**src/rtl/calc_pkg.sv**
```systemverilog
// Shared constants and types for the calculator command path.
package calc_pkg;

    localparam int unsigned DEF_ADDR_W = 8;
    localparam int unsigned DEF_DATA_W = 8;

    localparam logic [7:0] OP_NOP  = 8'h00;
    localparam logic [7:0] OP_ADD  = 8'h01;
    localparam logic [7:0] OP_SUB  = 8'h02;
    localparam logic [7:0] OP_HALT = 8'h03;

    typedef enum logic [2:0] {
        StIdle,
        StFetchOpnd,
        StFetchOp,
        StIssue,
        StFinish
    } fetch_state_t;

endpackage

```
**src/rtl/calc_cmd_fetch_if.sv**
```systemverilog
// Bundle between the command fetcher, the command SRAM read port and the ALU.
interface calc_cmd_fetch_if
    import calc_pkg::*;
#(
    parameter int unsigned ADDR_W = DEF_ADDR_W,
    parameter int unsigned DATA_W = DEF_DATA_W
);

    logic              start;
    logic [ADDR_W-1:0] rd_addr;
    logic [DATA_W-1:0] rd_data;
    logic              cmd_valid;
    logic              cmd_ready;
    logic [DATA_W-1:0] cmd_opcode;
    logic [DATA_W-1:0] cmd_operand;
    logic              busy;
    logic              done;
    logic              error;

    modport master (
        input  start, rd_data, cmd_ready,
        output rd_addr, cmd_valid, cmd_opcode, cmd_operand, busy, done, error
    );

    modport slave (
        output start, rd_data, cmd_ready,
        input  rd_addr, cmd_valid, cmd_opcode, cmd_operand, busy, done, error
    );

endinterface

```
**src/rtl/calc_cmd_fetch.sv**
```systemverilog
// Walks command SRAM two bytes at a time (operand, opcode) and issues ADD/SUB to the ALU.
module calc_cmd_fetch
    import calc_pkg::*;
#(
    parameter int unsigned ADDR_W    = DEF_ADDR_W,
    parameter int unsigned DATA_W    = DEF_DATA_W,
    parameter int unsigned BASE_ADDR = 0,
    parameter int unsigned LAST_ADDR = 127
) (
    input logic              clk,
    input logic              reset_n,
    calc_cmd_fetch_if.master bus
);

    localparam logic [ADDR_W-1:0] BaseA = ADDR_W'(BASE_ADDR);
    localparam logic [ADDR_W-1:0] LastA = ADDR_W'(LAST_ADDR);

    fetch_state_t      state_q, state_d;
    logic [ADDR_W-1:0] pc_q, pc_d;
    logic [DATA_W-1:0] opcode_q, opcode_d;
    logic [DATA_W-1:0] operand_q, operand_d;
    logic              error_q, error_d;

    logic              at_last;
    logic [ADDR_W-1:0] pc_inc;

    // Overrun is checked before incrementing so pc never wraps.
    assign at_last = (pc_q >= LastA);
    assign pc_inc  = pc_q + 1'b1;

    always_ff @(posedge clk or negedge reset_n) begin
        if (!reset_n) begin
            state_q   <= StIdle;
            pc_q      <= BaseA;
            opcode_q  <= '0;
            operand_q <= '0;
            error_q   <= 1'b0;
        end else begin
            state_q   <= state_d;
            pc_q      <= pc_d;
            opcode_q  <= opcode_d;
            operand_q <= operand_d;
            error_q   <= error_d;
        end
    end

    always_comb begin
        state_d   = state_q;
        pc_d      = pc_q;
        opcode_d  = opcode_q;
        operand_d = operand_q;
        error_d   = error_q;
        unique case (state_q)
            StIdle: begin
                if (bus.start) begin
                    pc_d    = BaseA;
                    error_d = 1'b0;
                    state_d = StFetchOpnd;
                end
            end
            StFetchOpnd: begin
                operand_d = bus.rd_data;
                if (at_last) begin
                    error_d = 1'b1;
                    state_d = StFinish;
                end else begin
                    pc_d    = pc_inc;
                    state_d = StFetchOp;
                end
            end
            StFetchOp: begin
                opcode_d = bus.rd_data;
                if (bus.rd_data == DATA_W'(OP_ADD) || bus.rd_data == DATA_W'(OP_SUB)) begin
                    state_d = StIssue;
                end else if (bus.rd_data == DATA_W'(OP_NOP)) begin
                    if (at_last) begin
                        error_d = 1'b1;
                        state_d = StFinish;
                    end else begin
                        pc_d    = pc_inc;
                        state_d = StFetchOpnd;
                    end
                end else if (bus.rd_data == DATA_W'(OP_HALT)) begin
                    state_d = StFinish;
                end else begin
                    error_d = 1'b1;
                    state_d = StFinish;
                end
            end
            StIssue: begin
                if (bus.cmd_ready) begin
                    if (at_last) begin
                        error_d = 1'b1;
                        state_d = StFinish;
                    end else begin
                        pc_d    = pc_inc;
                        state_d = StFetchOpnd;
                    end
                end
            end
            StFinish: state_d = StIdle;
            default:  state_d = StIdle;
        endcase
    end

    assign bus.rd_addr     = pc_q;
    assign bus.cmd_valid   = (state_q == StIssue);
    assign bus.cmd_opcode  = opcode_q;
    assign bus.cmd_operand = operand_q;
    assign bus.busy        = (state_q != StIdle);
    assign bus.done        = (state_q == StFinish);
    assign bus.error       = error_q;

endmodule

```
**src/flat_wrapper.sv**
```systemverilog
// flat-port wrapper written by rule: the top's interface ports become plain ports
module calc_cmd_fetch_flat import calc_pkg::*;
#(
    parameter int unsigned ADDR_W    = DEF_ADDR_W,
    parameter int unsigned DATA_W    = DEF_DATA_W,
    parameter int unsigned BASE_ADDR = 0,
    parameter int unsigned LAST_ADDR = 127
)
  (clk, reset_n, bus_start, bus_rd_data, bus_cmd_ready, bus_rd_addr, bus_cmd_valid, bus_cmd_opcode, bus_cmd_operand, bus_busy, bus_done, bus_error);
  calc_cmd_fetch_if #(.ADDR_W(ADDR_W), .DATA_W(DATA_W)) bus_i ();
  input logic clk;
  input logic reset_n;
  input wire logic [$bits(bus_i.start)-1:0] bus_start;
  input wire logic [$bits(bus_i.rd_data)-1:0] bus_rd_data;
  input wire logic [$bits(bus_i.cmd_ready)-1:0] bus_cmd_ready;
  output wire logic [$bits(bus_i.rd_addr)-1:0] bus_rd_addr;
  output wire logic [$bits(bus_i.cmd_valid)-1:0] bus_cmd_valid;
  output wire logic [$bits(bus_i.cmd_opcode)-1:0] bus_cmd_opcode;
  output wire logic [$bits(bus_i.cmd_operand)-1:0] bus_cmd_operand;
  output wire logic [$bits(bus_i.busy)-1:0] bus_busy;
  output wire logic [$bits(bus_i.done)-1:0] bus_done;
  output wire logic [$bits(bus_i.error)-1:0] bus_error;
  assign bus_i.start = bus_start;
  assign bus_i.rd_data = bus_rd_data;
  assign bus_i.cmd_ready = bus_cmd_ready;
  assign bus_rd_addr = bus_i.rd_addr;
  assign bus_cmd_valid = bus_i.cmd_valid;
  assign bus_cmd_opcode = bus_i.cmd_opcode;
  assign bus_cmd_operand = bus_i.cmd_operand;
  assign bus_busy = bus_i.busy;
  assign bus_done = bus_i.done;
  assign bus_error = bus_i.error;
  calc_cmd_fetch #(.ADDR_W(ADDR_W), .DATA_W(DATA_W), .BASE_ADDR(BASE_ADDR), .LAST_ADDR(LAST_ADDR)) u_core (.clk(clk), .reset_n(reset_n), .bus(bus_i));
endmodule
```
**config.mk**
```make
export PLATFORM = sky130hd
export DESIGN_NAME = calc_cmd_fetch_flat
export DESIGN_NICKNAME = d
export VERILOG_FILES = /design/src/rtl/calc_pkg.sv /design/src/rtl/calc_cmd_fetch_if.sv /design/src/rtl/calc_cmd_fetch.sv /design/src/flat_wrapper.sv
export SDC_FILE = /design/constraint.sdc
export NUM_CORES = 1
export LEC_CHECK = 0
export BUFFER_PORTS_ARGS = -buffer_cell sky130_fd_sc_hd__buf_2
export CAP_MARGIN = 20
export CORE_MARGIN = 5
export CORE_UTILIZATION = 40
export DETAILED_ROUTE_END_ITERATION = 12
export GPL_TIMING_DRIVEN = 1
export PLACE_DENSITY = 0.67
export SYNTH_ARGS = -nofsm -noshare
export SYNTH_HDL_FRONTEND = slang
export SYNTH_SLANG_ARGS = --single-unit
```
**constraint.sdc**
```tcl
create_clock -name clk -period 1.8 [get_ports clk]
set_input_delay 0.36 -clock clk [delete_from_list [all_inputs] [get_ports clk]]
set_output_delay 0.36 -clock clk [all_outputs]
set_load 0.02 [all_outputs]
```
# After elaboration in Yosys (flattened, before gate mapping)
# Cells that the tools add are included.
# classes
add_sub_neg	1
magnitude_cmp	1
n_eq_ne	12
muxes	20
reduce_logical	8
# op_table
op	count
2-to-1 mux 8 bit	5
case mux 8 bit (4 select lines)	1
2-to-1 mux 3 bit	6
== test 8 x 2 -> 1 bit (second input constant)	2
case mux 3 bit (4 select lines)	1
AND reduction 5 bit	2
adder 8 x 1 -> 8 bit (second input constant)	1
== test 8 x 1 -> 1 bit (second input constant)	1
>= comparator 8 x 7 -> 1 bit (second input constant)	1
zero test 8 bit	1
== test 3 x 2 -> 1 bit (second input constant)	2
2-to-1 mux 1 bit	6
inequality test 2 bit (second input constant)	3
case mux 1 bit (4 select lines)	1
nonzero test 4 bit	1
== test 3 x 1 -> 1 bit (second input constant)	1
== test 3 bit (second input constant)	1
zero test 3 bit	1
inequality test 3 x 2 -> 1 bit (second input constant)	1
nonzero test 3 bit	1
inequality test 2 x 1 -> 1 bit (second input constant)	1
AND reduction 2 bit	1
logical OR 1 bit	1
# word_totals
regBits	28
output_inout_bits	28

# Depth between registers and ports, before layout
# Gate-level depths: netlist of the first run.
# depth
ltp_word	5
mapped_depth	6

# Worst setup path before layout of the first run
# OpenSTA, ideal clock, no wires.
# synth_timing
path_type	register -> register
from	register u_core.pc_q[0] (netlist: u_core.bus.rd_addr[0])
to	register u_core.pc_q[5] (netlist: u_core.bus.rd_addr[5])
arrival_ns	1.624
required_time_ns	1.678
slack_ns	0.055
stages_incl_launch_ff	6
path_buffers	0
cell_sequence	dfrtp_1 -> ha_1 -> nand2_1 -> o2111ai_1 -> a2111o_1 -> a32o_1
# synth_between
elab_chain_len	5
elab_cells_between_ends	7
cone_classes	add/sub (1); order compare (1); mux (5)
# synth_rtl
element	line	rtl
start: declaration	calc_cmd_fetch.sv:19	logic [ADDR_W-1:0] pc_q, pc_d;
start signal: assignment	calc_cmd_fetch.sv:34	pc_q <= BaseA;
start signal: assignment	calc_cmd_fetch.sv:40	pc_q <= pc_d;
adder 8 x 1 -> 8 bit or >= comparator 8 x 7 -> 1 bit (tied branches)	calc_cmd_fetch.sv:29, calc_cmd_fetch.sv:28	
2-to-1 mux 8 bit (*)	calc_cmd_fetch.sv:63, calc_cmd_fetch.sv:76, calc_cmd_fetch.sv:92	
2-to-1 mux 8 bit	calc_cmd_fetch.sv:75	end else if (bus.rd_data == DATA_W'(OP_NOP)) begin
2-to-1 mux 8 bit	calc_cmd_fetch.sv:73	if (bus.rd_data == DATA_W'(OP_ADD) || bus.rd_data == DATA_W'(OP_SUB)) begin
case mux 8 bit (4 select lines) (*)	calc_cmd_fetch.sv:53	unique case (state_q)
# Every way passes the cells marked *; elsewhere a longest branch is shown, timed or not. The select of a mux whose other input is x is not followed.
# A chain may end at the register's enable or synchronous reset.

# Worst setup path in the final report of the first run
# layout_timing
from	register u_core.state_q[0]
to	output bus_done
# layout_between
elab_chain_len	1
# layout_rtl
element	line	rtl
start: declaration	calc_cmd_fetch.sv:18	fetch_state_t state_q, state_d;
start signal: assignment	calc_cmd_fetch.sv:33	state_q <= StIdle;
start signal: assignment	calc_cmd_fetch.sv:39	state_q <= state_d;
== test 3 bit	calc_cmd_fetch.sv:111	assign bus.done = (state_q == StFinish);
end: declaration	flat_wrapper.sv:21	output wire logic [$bits(bus_i.done)-1:0] bus_done;
# Every way passes these cells.

==> metrics, run 1 <==
path type of the worst min-delay path input port to asynchronous set/reset pin; asr flop ratio synth 1.00; most frequent cell after synthesis nand2_1; grt total ovfl 0; final instance area 1860 um^2; Required @ worst endpoint 1440 ps; most used flip-flop cell after synthesis dfrtp_1; Synth Cell Area 1430 um^2; Worst Setup Path Type flop to output port; area grow syn2layout 30.0%; initial antenna violation count 0; num rows 21; largest net degree at the start of global routing 29; Peak VDD IR 0.716 mV; clock latency on the worst-skew pair 320 ps; crit path buf inv count 3; WP data arrival 1360 ps; Max Slew Vio Count 0; switching power total 1.33 mW; fin crit share 0.953; Synth area leader dfrtp_1; fmax 583 MHz; CP endpoint kind output port; Flop pwr share 0.314; worst slew pin tran 614 ps; clock skew 4.18 ps; CTS tree built; CTS Root Cell clkbuf_4; slew margin rel. 0.587; first-pass GRT wire length 5.96 mm; Post-DP HPWL 2.69 mm; most used cell, CP buf_4; Hold Buf Count CTS 0; DP Area 1780 um^2; WL/cell 14.4 um; cell family with most CP delay flip-flops; Setup TNS 0 ps; synth top area cells dfrtp_1, nand2_1, mux2_2; core footprint 3390 um^2; # fillers 325; via density per instance 5.49; share of layout cells above drive strength 1 0.374; Top Ports 40; DRT iter0 DRCs 133; Power Density 1700 nW/um^2; final wirelength 3.52 mm; Synth Instances 145; P_int 1.83 mW; Cells after DPL 240; PortBufs 39; Worst Path Max Fanout 11; DRT Pass-1 Iters 4; Syn. warnings 0; Die X 69.8 um; global-route usage over all layers 0.147; Slowest-stage cell, CP dfrtp_1; Post-synth EDFFs 0; Comb power frac 0.557; Final setup viols 0; clock-pin slew on the worst setup and hold paths 150 ps; number of buffers created by CTS 3; CP peak stage delay 420 ps; worst-path cell chain buf_6 -> nor2_4 -> buf_4 -> and2_1 -> buf_4; top cells by instance count after synthesis nand2_1, dfrtp_1, mux2_2, nor2_1; Antenna Cells 0; DRT antenna net count 0; Initial Util 0.423; non-filler instance count after layout 244; Clock power frac 0.128; sw frac 0.421; syn nets 158; Final #Nets 212; H-tree depth 1; via count 1340; Final GP Congestion 0.963; hold violation count in the final report 0; Max-Cap Viols 0; Die Area 4880 um^2; vias in the first global route 1377; die height 69.8 um; footprint of the multi-input gates 719 um^2; drt drc 0; status finished clean; Sink Count 28; P_leak 0.903 nW; distinct cell type count after synthesis 39; Synth top area share 0.489; CTS Buffer Depth 2; Avg Cell Area, Syn 9.88 um^2; Sequential cell area 701 um^2; number of synthesized register bits 28; post-synthesis sequential area ratio 0.489; Startpoint Class flop; min Tclk post-route 1720 ps
[what timing repair did]
action                     in CTS  in global routing
setup buffers                   1                  0
setup endpoints to repair       2                  4
hold endpoints to repair        0                  0
gates resized for setup         2                  7
[flip-flops by register name (all words and copies together), names as in the netlist]
register	count
u_core.bus.cmd_operand	8
u_core.bus.cmd_opcode	8
u_core.bus.error	1
u_core.bus.rd_addr	8
u_core.state_q	3
[layer usage]
layer  global-route usage  share of wire
met1                0.182           0.43
met2                0.247           0.48
met3               0.0333          0.072
met4               0.0553          0.017
met5                    0              0
[per-stage QoR]
stage	util	power (mW)	hold slack (ps)	worst slack [ps]
floorplan	-	2.10	64.4	54.5
global placement	0.524	2.68	410	97.9
detailed placement	0.524	2.72	423	91.4
CTS	0.544	3.16	49.7	11.5
global route	0.550	3.41	69.2	-3.70
finish	0.550	3.17	29.5	84.9
[placed cells by master (no fill, tap or decap), drive strengths merged, types with 6 or more instances in the layout]
master	instances
o21ai	8
buf	55
nor2	7
nand2	31
dfrtp	28
mux2	8
a21oi	6
[cells by family after synthesis]
family,share of synthesized area
xor gates and xnor gates,0.00611
muxes,0.0629
AOI/OAI and AO/OA,0.185
buffers and inverters,0.0288
adders and majority gates,0.00873
DFF,0.489
and+or+nand+nor,0.219
[power groups by stage]
stage	Sequential [mW]	Clock, mW	Combinational [mW]
2_1_floorplan	1.27	0	0.829
3_3_place_gp	1.00	0	1.68
3_5_place_dp	1.01	0	1.71
4_1_cts	0.996	0.421	1.75
5_1_grt	1.03	0.448	1.93
6_report	0.995	0.407	1.77
[final timing paths]
| check | startpoint | endpoint | slack (ps) | depth (start not counted) |
|---|---|---|---|---|
| max | u_core.state_q[0]$_DFFE_PN0P_ | bus_done | 80 | 5 |
| min | reset_n | u_core.bus.rd_addr[7]$_DFFE_PN0P_ | 30 | 1 |
| max reg2reg | u_core.state_q[1]$_DFFE_PN0P_ | u_core.bus.rd_addr[6]$_DFFE_PN0P_ | 90 | 5 |
| min reg2reg | u_core.bus.cmd_opcode[3]$_DFFE_PN0P_ | u_core.bus.cmd_opcode[3]$_DFFE_PN0P_ | 490 | 2 |
| max in group asynchronous | reset_n | u_core.bus.cmd_operand[1]$_DFFE_PN0P_ | 1370 | 1 |
| min in group clk | bus_rd_data[7] | u_core.bus.cmd_opcode[7]$_DFFE_PN0P_ | 260 | 3 |
[area by class of cell]
class	count	share of cell area
clock buffers	3	0.0121
clock inverters	1	0.0161
inverters	3	0.00604
multi-input cells	108	0.386
flip-flops and latches	28	0.376
well taps	46	0.0309
repair buffers	55	0.173
Power figures use the tool's default switching activity.
==> inputs of run 2 (changes only) <==
--- a/config.mk
+++ b/config.mk
@@ -5,12 +5,13 @@
 export SDC_FILE = /design/constraint.sdc
 export NUM_CORES = 1
 export LEC_CHECK = 0
+export ABC_AREA = 1
 export BUFFER_PORTS_ARGS = -buffer_cell sky130_fd_sc_hd__buf_2
 export CAP_MARGIN = 20
 export CORE_MARGIN = 5
 export CORE_UTILIZATION = 40
 export DETAILED_ROUTE_END_ITERATION = 12
-export GPL_TIMING_DRIVEN = 1
+export GPL_TIMING_DRIVEN = 0
 export PLACE_DENSITY = 0.67
 export SYNTH_ARGS = -nofsm -noshare
 export SYNTH_HDL_FRONTEND = slang
==> run 2 against run 1 <==
Net effect:
- clock-buffer cell count increased by 1
- global-route usage decreased by 0.97 points
- final area decreased by 3.7%
- die area increased by 3.1%
- worst hold slack improved by 72 ps
- cell count increased by 14%
- synthesized cell count increased by 28%
==> metrics, run 2 <==
DP Area 1740 um^2 (-2.0%); Max-Cap Viols 0 (unchanged); P_leak 0.981 nW (+8.7%); Top Ports 40 (unchanged); most frequent cell after synthesis nand2_1; # fillers 378 (+16%); PortBufs 39 (unchanged); crit path capture bus_busy; first-pass GRT wire length 5.70 mm (-4.4%); via density per instance 4.75 (-13%); syn nets 199 (+26%); largest net degree at the start of global routing 29 (unchanged); CP endpoint kind output port; clock latency on the worst-skew pair 270 ps (-50 ps); Slowest-stage cell, CP dfrtp_1; Synth Cell Area 1480 um^2 (+3.6%); Synth Instances 186 (+28%); most frequent cells in the layout nand2_1, buf_2, dfrtp_1; most used flip-flop cell after synthesis dfrtp_1; Levels on crit path 3 (-2); Synth top area share 0.472 (-0.0169); synth top area cells dfrtp_1, nand2_1, inv_1; slew margin rel. 0.564 (-0.0230); cell family with most CP delay flip-flops; DRT antenna net count 0 (unchanged); worst slew pin tran 654 ps (+39.7 ps); WP data arrival 1230 ps (-130 ps); Post-synth EDFFs 0 (unchanged); Setup TNS 0 ps (unchanged); RR Endpoint u_core.bus.rd_addr[1]$_DFFE_PN0P_; clock-pin slew on the worst setup and hold paths 100 ps (-50 ps); final wirelength 3.25 mm (-7.8%); Worst Reg-to-Reg Cells 8 (+3); Hold Buf Count CTS 0 (unchanged); CTS tree built; die height 70.9 um (+1.5%); DRT iter0 DRCs 77 (-42%); Post-DP HPWL 2.44 mm (-9.5%); Avg Cell Area, Syn 7.98 um^2 (-19%); Synth area leader dfrtp_1; Startpoint Class flop; Final #Nets 243 (+15%); num rows 22 (+4.8%); fmax 629 MHz (+7.9%); Reg2Reg Launch Point u_core.bus.rd_addr[0]$_DFFE_PN0P_; number of synthesized register bits 28 (unchanged); drt drc 0 (unchanged); core footprint 3630 um^2 (+7.2%); global-route usage over all layers 0.137 (-0.00968); Peak VDD IR 0.737 mV (+2.9%); commonest non-fill, non-tap cell in the layout nand2_1; vias in the first global route 1256 (-8.8%); number of buffers created by CTS 3 (unchanged); share of layout cells above drive strength 1 0.279 (-0.0943); CP peak stage delay 460 ps (+40 ps); final instance area 1790 um^2 (-3.7%); crit path buf inv count 1 (-2); CTS Buffer Depth 2 (unchanged); DRT Pass-1 Iters 4 (unchanged); post-synthesis sequential area ratio 0.472 (-0.0169); area grow syn2layout 20.9%; asr flop ratio synth 1.00 (unchanged); Power Density 1670 nW/um^2 (-2.0%); Worst Path Max Fanout 5 (-6); worst-path cell chain nor2_2 -> nand2_1 -> buf_2; CTS Root Cell clkbuf_8; Final setup viols 0 (unchanged); fin crit share 0.883 (-0.0696); status finished clean; Max Slew Vio Count 0 (unchanged); clock skew 6.96 ps (+2.78 ps); Syn. warnings 0 (unchanged); WL/cell 11.7 um (-19%); Post-CTS Repair Setup Buffers 0 (-1); hold violation count in the final report 0 (unchanged); H-tree depth 1 (unchanged); grt total ovfl 0 (unchanged); R2R Setup Slk 260 ps (+170 ps); Antenna Cells 0 (unchanged); Required @ worst endpoint 1440 ps (about the same); CTS resizes 0 (-2); initial antenna violation count 0 (unchanged); Final GP Congestion 0.755 (-22%); Initial Util 0.408 (-0.0143); path type of the worst min-delay path input port to asynchronous set/reset pin; Die X 70.9 um (+1.5%); via count 1316 (-1.8%); min Tclk post-route 1590 ps (-125 ps); Worst Setup Path Type flop to output port; distinct cell type count after synthesis 25 (-36%); top cells by instance count after synthesis nand2_1, dfrtp_1, inv_1, nor2_1, nand3_1; CP startpoint u_core.state_q[1]$_DFFE_PN0P_; Die Area 5030 um^2 (+3.1%); RSZ-0062 raised after global routing false; Sink Count 28 (unchanged)
==> run 2: cell types whose count changed in the layout (fill, tap and decap cells not counted), moves of 8 or more <==
cell     previous run  this run
buf_4              16         0
nor2_1              6        16
inv_1               3        20
nand2_1            30        59
mux2_2              8         0
nand3_1             3        14
==> run 2: worst min path at each step <==
stage	cells past startpoint	to
final	1	u_core.state_q[0]$_DFFE_PN0P_
after global routing	1	u_core.state_q[0]$_DFFE_PN0P_
after CTS	1	u_core.bus.rd_addr[6]$_DFFE_PN0P_
after detailed placement	1	u_core.bus.rd_addr[6]$_DFFE_PN0P_
after global placement	1	u_core.bus.rd_addr[6]$_DFFE_PN0P_
after floorplan	0	u_core.bus.cmd_opcode[0]$_DFFE_PN0P_
==> run 2: cells by family (layout without fill, tap and decap cells) <==
kind of cell,after synthesis,in the layout,share of synthesized area
and+or+nand+nor,106,106,0.354
DFF,28,28,0.472
buffers and inverters,26,69,0.0691
AOI/OAI and AO/OA,24,24,0.0902
adders and majority gates,1,1,0.00843
xor gates and xnor gates,1,1,0.00590
==> run 2: area by class of cell <==
class | count | area (um^2) | share of cell area
inverter | 24 | 92.6 | 0.0516
multi-input combinational | 132 | 681 | 0.379
buffer | 2 | 10.0 | 0.00558
timing repair buffer | 39 | 195 | 0.109
clock buffer | 4 | 55.1 | 0.0307
tap | 48 | 60.1 | 0.0335
sequential | 28 | 701 | 0.391
==> run 2: metal layers <==
| layer | vias to the layer above | routed length [um] | track usage |
|---|---|---|---|
| li1 | 672 | - | - |
| met1 | 604 | 1530 | 0.192 |
| met2 | 38 | 1490 | 0.221 |
| met3 | 2 | 218 | 0.0327 |
| met4 | 0 | 11 | 0.0188 |
| met5 | - | 0 | 0 |
==> run 2: through the flow <==
stage	instances	total power, mW	hold slack [ps]	util	setup slack [ps]
floorplan	186	2.15	64.4	-	302
global placement	273	2.61	422	0.479	294
detailed placement	273	2.64	428	0.479	260
CTS	277	3.03	122	0.494	205
global route	277	3.24	159	0.494	41.4
finish	277	2.99	101	0.494	210
==> run 2: power by group <==
group / switching [mW] / internal [mW] / total [mW]
sequential: 0.170 / 0.869 / 1.04
combinational: 1.06 / 0.498 / 1.55
clock: 0.199 / 0.196 / 0.395
